### config.mk
export PLATFORM = sky130hd
export DESIGN_NAME = vx_commit_merge
export DESIGN_NICKNAME = d
export VERILOG_FILES = /design/src/rtl/vx_commit_merge_pkg.sv /design/src/rtl/vx_commit_merge_rr_arb.sv /design/src/rtl/vx_commit_merge.sv
export SDC_FILE = /design/constraint.sdc
export NUM_CORES = 1
export LEC_CHECK = 0
export BUFFER_PORTS_ARGS = -buffer_cell sky130_fd_sc_hd__clkbuf_2
export CORE_AREA = 2 2 364 366
export CTS_CLUSTER_DIAMETER = 100
export DETAILED_ROUTE_END_ITERATION = 6
export DIE_AREA = 0 0 366 368
export PLACE_DENSITY = 0.34
export SYNTH_ARGS = -nofsm -noshare
export SYNTH_HDL_FRONTEND = slang
export SYNTH_SLANG_ARGS = --single-unit
### constraint.sdc
create_clock -name clk -period 14.44 [get_ports clk]
set_clock_uncertainty 0.1 [all_clocks]
set_input_delay 1.444 -clock clk [delete_from_list [all_inputs] [get_ports clk]]
set_output_delay 1.444 -clock clk [all_outputs]
set_load 0.01 [all_outputs]
### src/rtl/vx_commit_merge_pkg.sv
// Shared commit-path types and widths for the per-issue-slot result merger.
// Optional performance counters are enabled by defining COMMIT_PERF_EN.
package VX_gpu_pkg;

  localparam int unsigned THREAD_CNT    = 4;
  localparam int unsigned NUM_THREADS   = THREAD_CNT;
  localparam int unsigned WARP_CNT      = 4;
  localparam int unsigned NUM_WARPS     = WARP_CNT;
  localparam int unsigned ISSUE_CNT     = 1;
  localparam int unsigned ISSUE_WIDTH   = ISSUE_CNT;
  localparam int unsigned ISSUE_WIS_W   = ((WARP_CNT / ISSUE_CNT) > 1) ? $clog2(WARP_CNT / ISSUE_CNT) : 1;
  localparam int unsigned XLEN          = 32;
  localparam int unsigned NR_BITS       = 5;
  localparam int unsigned UUID_W        = 8;
  localparam int unsigned PID_BITS      = 1;
  localparam int unsigned NUM_UNITS     = 4;
  localparam int unsigned UNIT_IDX_W    = 2;
  localparam int unsigned PERF_CTR_BITS = 8;
  localparam int unsigned TCNT_W        = $clog2(THREAD_CNT + 1);

  localparam int unsigned COMMIT_DATAW = UUID_W + ISSUE_WIS_W + THREAD_CNT + XLEN + 1 + NR_BITS
                                       + THREAD_CNT * XLEN + PID_BITS + 1 + 1;

  localparam logic [UNIT_IDX_W-1:0] COMMIT_ALU = 2'd0;
  localparam logic [UNIT_IDX_W-1:0] COMMIT_LSU = 2'd1;
  localparam logic [UNIT_IDX_W-1:0] COMMIT_FPU = 2'd2;
  localparam logic [UNIT_IDX_W-1:0] COMMIT_SFU = 2'd3;

  typedef struct packed {
    logic [UUID_W-1:0]                uuid;
    logic [ISSUE_WIS_W-1:0]           wis;
    logic [THREAD_CNT-1:0]            tmask;
    logic [XLEN-1:0]                  pc;
    logic                             wb;
    logic [NR_BITS-1:0]               rd;
    logic [THREAD_CNT-1:0][XLEN-1:0]  data;
    logic [PID_BITS-1:0]              pid;
    logic                             sop;
    logic                             eop;
  } commit_data_t;

  function automatic logic [TCNT_W-1:0] popcount(input logic [THREAD_CNT-1:0] mask);
    logic [TCNT_W-1:0] cnt;
    cnt = '0;
    for (int i = 0; i < int'(THREAD_CNT); i++) begin
      cnt = cnt + TCNT_W'(mask[i]);
    end
    return cnt;
  endfunction

endpackage

### src/rtl/vx_commit_merge_rr_arb.sv
// Combinational round-robin grant with packet lock; pointer and lock state are held by the caller.
module VX_commit_rr_arb
  import VX_gpu_pkg::*;
(
  input  logic [NUM_UNITS-1:0]  i_req,
  input  logic                  i_lock,
  input  logic [UNIT_IDX_W-1:0] i_lock_id,
  input  logic [UNIT_IDX_W-1:0] i_prio,
  output logic [NUM_UNITS-1:0]  o_grant,
  output logic [UNIT_IDX_W-1:0] o_grant_idx,
  output logic                  o_grant_vld
);

  logic [UNIT_IDX_W-1:0] w_idx;

  always_comb begin
    o_grant     = '0;
    o_grant_idx = '0;
    o_grant_vld = 1'b0;
    w_idx       = '0;
    if (i_lock) begin
      o_grant_idx        = i_lock_id;
      o_grant_vld        = i_req[i_lock_id];
      o_grant[i_lock_id] = i_req[i_lock_id];
    end else begin
      // scan upward from the priority pointer; the 2-bit index wraps naturally
      for (int k = 0; k < int'(NUM_UNITS); k++) begin
        w_idx = i_prio + UNIT_IDX_W'(k);
        if (!o_grant_vld && i_req[w_idx]) begin
          o_grant_vld    = 1'b1;
          o_grant_idx    = w_idx;
          o_grant[w_idx] = 1'b1;
        end
      end
    end
  end

endmodule

### src/rtl/vx_commit_merge.sv
// Merges ALU/LSU/FPU/SFU result streams of one issue slot into a 2-deep buffered commit stream.
// Define COMMIT_PERF_EN to add the perf_instrs / perf_threads counters.
module vx_commit_merge
  import VX_gpu_pkg::*;
(
  input  logic                                   clk,
  input  logic                                   reset,
  input  logic [NUM_UNITS-1:0]                   unit_valid,
  input  logic [NUM_UNITS-1:0][COMMIT_DATAW-1:0] unit_data,
  output logic [NUM_UNITS-1:0]                   unit_ready,
  output logic                                   commit_valid,
  output logic [COMMIT_DATAW-1:0]                commit_data,
  input  logic                                   commit_ready,
  output logic                                   busy
`ifdef COMMIT_PERF_EN
  ,
  output logic [PERF_CTR_BITS-1:0]               perf_instrs,
  output logic [PERF_CTR_BITS-1:0]               perf_threads
`endif
);

  logic                  r_locked;
  logic [UNIT_IDX_W-1:0] r_lock_id;
  logic [UNIT_IDX_W-1:0] r_prio;

  commit_data_t          r_mem [2];
  logic                  r_wptr;
  logic                  r_rptr;
  logic                  r_full;
  logic                  r_empty;

  logic [NUM_UNITS-1:0]  w_grant;
  logic [UNIT_IDX_W-1:0] w_grant_idx;
  logic                  w_grant_vld;
  commit_data_t          w_in_data;
  commit_data_t          w_out_data;
  logic                  w_push;
  logic                  w_pop;

  VX_commit_rr_arb u_arb (
    .i_req       (unit_valid),
    .i_lock      (r_locked),
    .i_lock_id   (r_lock_id),
    .i_prio      (r_prio),
    .o_grant     (w_grant),
    .o_grant_idx (w_grant_idx),
    .o_grant_vld (w_grant_vld)
  );

  // full is registered so ready never looks at commit_ready
  assign unit_ready = (reset || r_full) ? '0 : w_grant;
  assign w_in_data  = commit_data_t'(unit_data[w_grant_idx]);
  assign w_push     = w_grant_vld && |(unit_valid & unit_ready);
  assign w_pop      = !r_empty && commit_ready;
  assign w_out_data = r_mem[r_rptr];

  assign commit_valid = !r_empty;
  assign commit_data  = COMMIT_DATAW'(w_out_data);
  assign busy         = r_locked || !r_empty;

  // keep multi-packet results contiguous; advance pointer past the winner on eop
  always_ff @(posedge clk or posedge reset) begin
    if (reset) begin
      r_locked  <= 1'b0;
      r_lock_id <= '0;
      r_prio    <= '0;
    end else if (w_push) begin
      if (w_in_data.eop) begin
        r_locked <= 1'b0;
        r_prio   <= w_grant_idx + UNIT_IDX_W'(1);
      end else begin
        r_locked  <= 1'b1;
        r_lock_id <= w_grant_idx;
      end
    end
  end

  always_ff @(posedge clk) begin
    if (w_push) begin
      r_mem[r_wptr] <= w_in_data;
    end
  end

  always_ff @(posedge clk or posedge reset) begin
    if (reset) begin
      r_wptr  <= 1'b0;
      r_rptr  <= 1'b0;
      r_full  <= 1'b0;
      r_empty <= 1'b1;
    end else begin
      if (w_push) r_wptr <= ~r_wptr;
      if (w_pop)  r_rptr <= ~r_rptr;
      case ({w_push, w_pop})
        2'b10: begin
          r_empty <= 1'b0;
          r_full  <= (~r_wptr == r_rptr);
        end
        2'b01: begin
          r_full  <= 1'b0;
          r_empty <= (~r_rptr == r_wptr);
        end
        default: ;
      endcase
    end
  end

`ifdef COMMIT_PERF_EN
  logic [PERF_CTR_BITS-1:0] r_perf_instrs;
  logic [PERF_CTR_BITS-1:0] r_perf_threads;

  always_ff @(posedge clk or posedge reset) begin
    if (reset) begin
      r_perf_instrs  <= '0;
      r_perf_threads <= '0;
    end else if (w_pop && w_out_data.eop) begin
      r_perf_instrs  <= r_perf_instrs + PERF_CTR_BITS'(1);
      r_perf_threads <= r_perf_threads + PERF_CTR_BITS'(popcount(w_out_data.tmask));
    end
  end

  assign perf_instrs  = r_perf_instrs;
  assign perf_threads = r_perf_threads;
`endif

endmodule

==> impl_metrics.toml <==
[global_route]
grt_usage_pct = 13.1
antenna_found_initial = 13
grt_max_degree = 163
grt_pass1_vias = 18500
grt_pass1_wl_um = 130000
grt-ovfl-total = 0

[route]
via_count = 18100
wire_per_inst_um = 20.3
drt-initial-drc-count = 982
vias_per_cell = 3.95
drc = 0
drt_pre_antenna_iters = 5
postRouteAntennaNets = 0
wirelength_um = 92700

[pwr]
peakVddDrop_v = 0.000211
power_density_nw_per_um2 = 273
leakage_nw = 12.0

[setup_path]
cp-start-kind = "flip-flop"
endpoint_kind = "flip-flop"
cp_data_arrival_time_ps = 6490
cp_max_fo = 77
critPathKind = "flip-flop to flip-flop"
required_ps = 14790

[synthesis]
synthesis.nets = 2666
yosysUniqueCellTypes = 54
synth_ff_type = "edfxtp_1"
ys_ff_latch = 375
async_reset_ff_share_pct = 2.40
synth_edf_count = 366
syn_area_um2 = 19800
syn_inst = 1919
yosysSeqAreaShare_pct = 56.5
avgSynthCellArea_um2 = 10.3
ys_warn_count = 0

[placement]
dp_hpwl_um = 69600
portBuffers = 927
gp_congestion = 0.876
dp.cells = 4472
preCtsSetupSlack_ps = 8260

[sta]
finalSetupTns_ps = 0
drv_slew = 0
hold_slack_ps = 422
setup_violations = 0
setup_slack_ps = 8300
slew-limit-headroom_pct = 25.1
rsz0062_at_grt = "false"
fmax_mhz = 163
final.min_clock_period_ps = 6140
hold_viol_final = 0
timing.final.crit_share_pct = 42.5
worst_pin_slew_ps = 1120

[layout]
utilization_pct = 21.4
syn2layout_area_growth_pct = 41.2
fin_cells = 4568
drive_above_1_share_pct = 43.4
final_nets = 3517

[cts]
post-cts-setup-buffers = 0
numCtsBuffers = 51
cts_resized = 0
tritoncts = "built"
cts_buffer_depth = 3
holdBufCountCts = 0
clk_pin_slew_ps = 70
h-tree-depth = 2
cts.sinks = 375
clk_latency_ps = 620
cts_root_buf = "clkbuf_16"

[floorplanning]
start_util_pct = 15.2
num_rows = 133
ioPinCount = 928
die_y_um = 368
core_area_um2 = 131000
fp.dieW_um = 366
dieArea_um2 = 135000

[run]
cap_violations = 0

[outcome]
outcome = "completed"

[worst_hold_path]
hold_path_class = "flip-flop to flip-flop"
[registers in the layout, indices dropped and copies added, names as in the netlist]
name / cells
r_full: 1
r_mem: 366
r_lock_id: 2
r_wptr: 1
r_prio: 2
r_locked: 1
r_rptr: 1
r_empty: 1
[worst paths after layout]
path / start / cells past startpoint / end / slack, ps
max reg2reg: r_prio[0]$_DFFE_PP0P_ / 10 / r_mem[1][74]$_DFFE_PP_ / 8300
min: r_empty$_DFFE_PP1P_ / 2 / r_empty$_DFFE_PP1P_ / 420
max in group asynchronous: reset / 2 / r_empty$_DFFE_PP1P_ / 13160
min in group asynchronous: reset / 2 / r_prio[0]$_DFFE_PP0P_ / 760
min reg2reg: r_empty$_DFFE_PP1P_ / 2 / r_empty$_DFFE_PP1P_ / 420
max: r_prio[0]$_DFFE_PP0P_ / 10 / r_mem[1][74]$_DFFE_PP_ / 8300
[cells in the mapped netlist (all sizes together), types with 2 or more instances]
cell type | n | area [µm²]
o21ai | 9 | 45.0
or3 | 2 | 12.5
a31oi | 184 | 1150
o211ai | 4 | 30.0
mux2 | 185 | 2080
mux4 | 4 | 90.1
nor2b | 5 | 38.8
xor2 | 2 | 17.5
nand3b | 2 | 15.0
mux2i | 7 | 70.1
inv | 10 | 37.5
edfxtp | 366 | 11000
clkbuf | 96 | 360
nor3 | 3 | 15.0
o311ai | 3 | 33.8
nand3 | 2 | 10.0
a221oi | 2 | 17.5
a21oi | 7 | 35.0
nand2 | 740 | 2780
ha | 8 | 100
buf | 53 | 268
dfrtp | 8 | 200
xnor2 | 2 | 17.5
o31ai | 2 | 15.0
nor2 | 7 | 26.3
and3 | 183 | 1140
[area by class of cell]
class                           instances  area, µm²
Timing Repair Buffer                  947       4840
Fill cell                           14600     103000
Clock buffer                           60       1330
Multi-Input combinational cell       1385       8010
Inverter                               10       37.5
Antenna cell                            5       12.5
Sequential cell                       375      11200
Tap cell                             1755       2200
Clock inverter                         31        373
[stage by stage]
| step | instance area [µm²] | total power (W) |
|---|---|---|
| CTS | 28000 | 0.00783 |
| global placement | 26300 | 0.00651 |
| global route | 28000 | 0.00821 |
| detailed placement | 26300 | 0.00648 |
| floorplan | 19800 | 0.00483 |
| finish | 28000 | 0.00765 |
[power breakdown]
| part | switching [W] | internal, W | total, W |
|---|---|---|---|
| Combinational | 0.00284 | 0.00136 | 0.00420 |
| Clock | 0.000497 | 0.000798 | 0.00130 |
| Sequential | 0.000120 | 0.00204 | 0.00216 |
[logic make-up after synthesis]
family                   count (synthesis)  synth area share (%)
XOR/XNOR                                 4                 0.177
flip-flops                             375                  56.5
multiplexers                           196                  11.3
AO/OA/AOI/OAI                          225                  7.44
AND/OR/NAND/NOR                        952                  20.7
adder cells (fa/ha/maj)                  8                 0.505
buffers and inverters                  159                  3.36
[layout by cell type (no fill, tap or decap), types with 4 or more instances in the layout]
cell | synthesis | routed
inv_1 | 10 | 10
o21ai_0 | 7 | 7
o211ai_1 | 4 | 4
clkinv_1 | 0 | 13
ha_1 | 8 | 8
mux4_2 | 4 | 4
bufinv_16 | 0 | 8
buf_4 | 0 | 16
mux2i_1 | 7 | 7
mux2_2 | 185 | 185
nand2_1 | 740 | 740
edfxtp_1 | 366 | 366
clkbuf_2 | 0 | 927
clkinv_2 | 0 | 4
and3_1 | 183 | 183
a21oi_1 | 7 | 7
dfrtp_1 | 8 | 7
clkbuf_16 | 0 | 52
nor2_1 | 7 | 6
clkbuf_1 | 96 | 8
buf_12 | 0 | 4
diode_2 | 0 | 5
a31oi_1 | 184 | 184
[metal layers]
layer | routed length, µm | global-route usage (%) | up-vias
li1 | - | - | 8603
met2 | 46100 | 22.6 | 548
met3 | 6440 | 3.94 | 121
met4 | 2760 | 4.42 | 6
met1 | 37400 | 15.4 | 8786
met5 | 31 | 0 | -
[critical path, cell delays in order, from the launching register on]
cell and delay (ps):
dfrtp_1 840, inv_1 270, ha_1 570, mux4_2 670, a311oi_2 570, o21a_4 680, buf_4 720, buf_4 770
nand2_1 120, and3_1 310, a31oi_1 220
(Power assumes the default switching activity.)
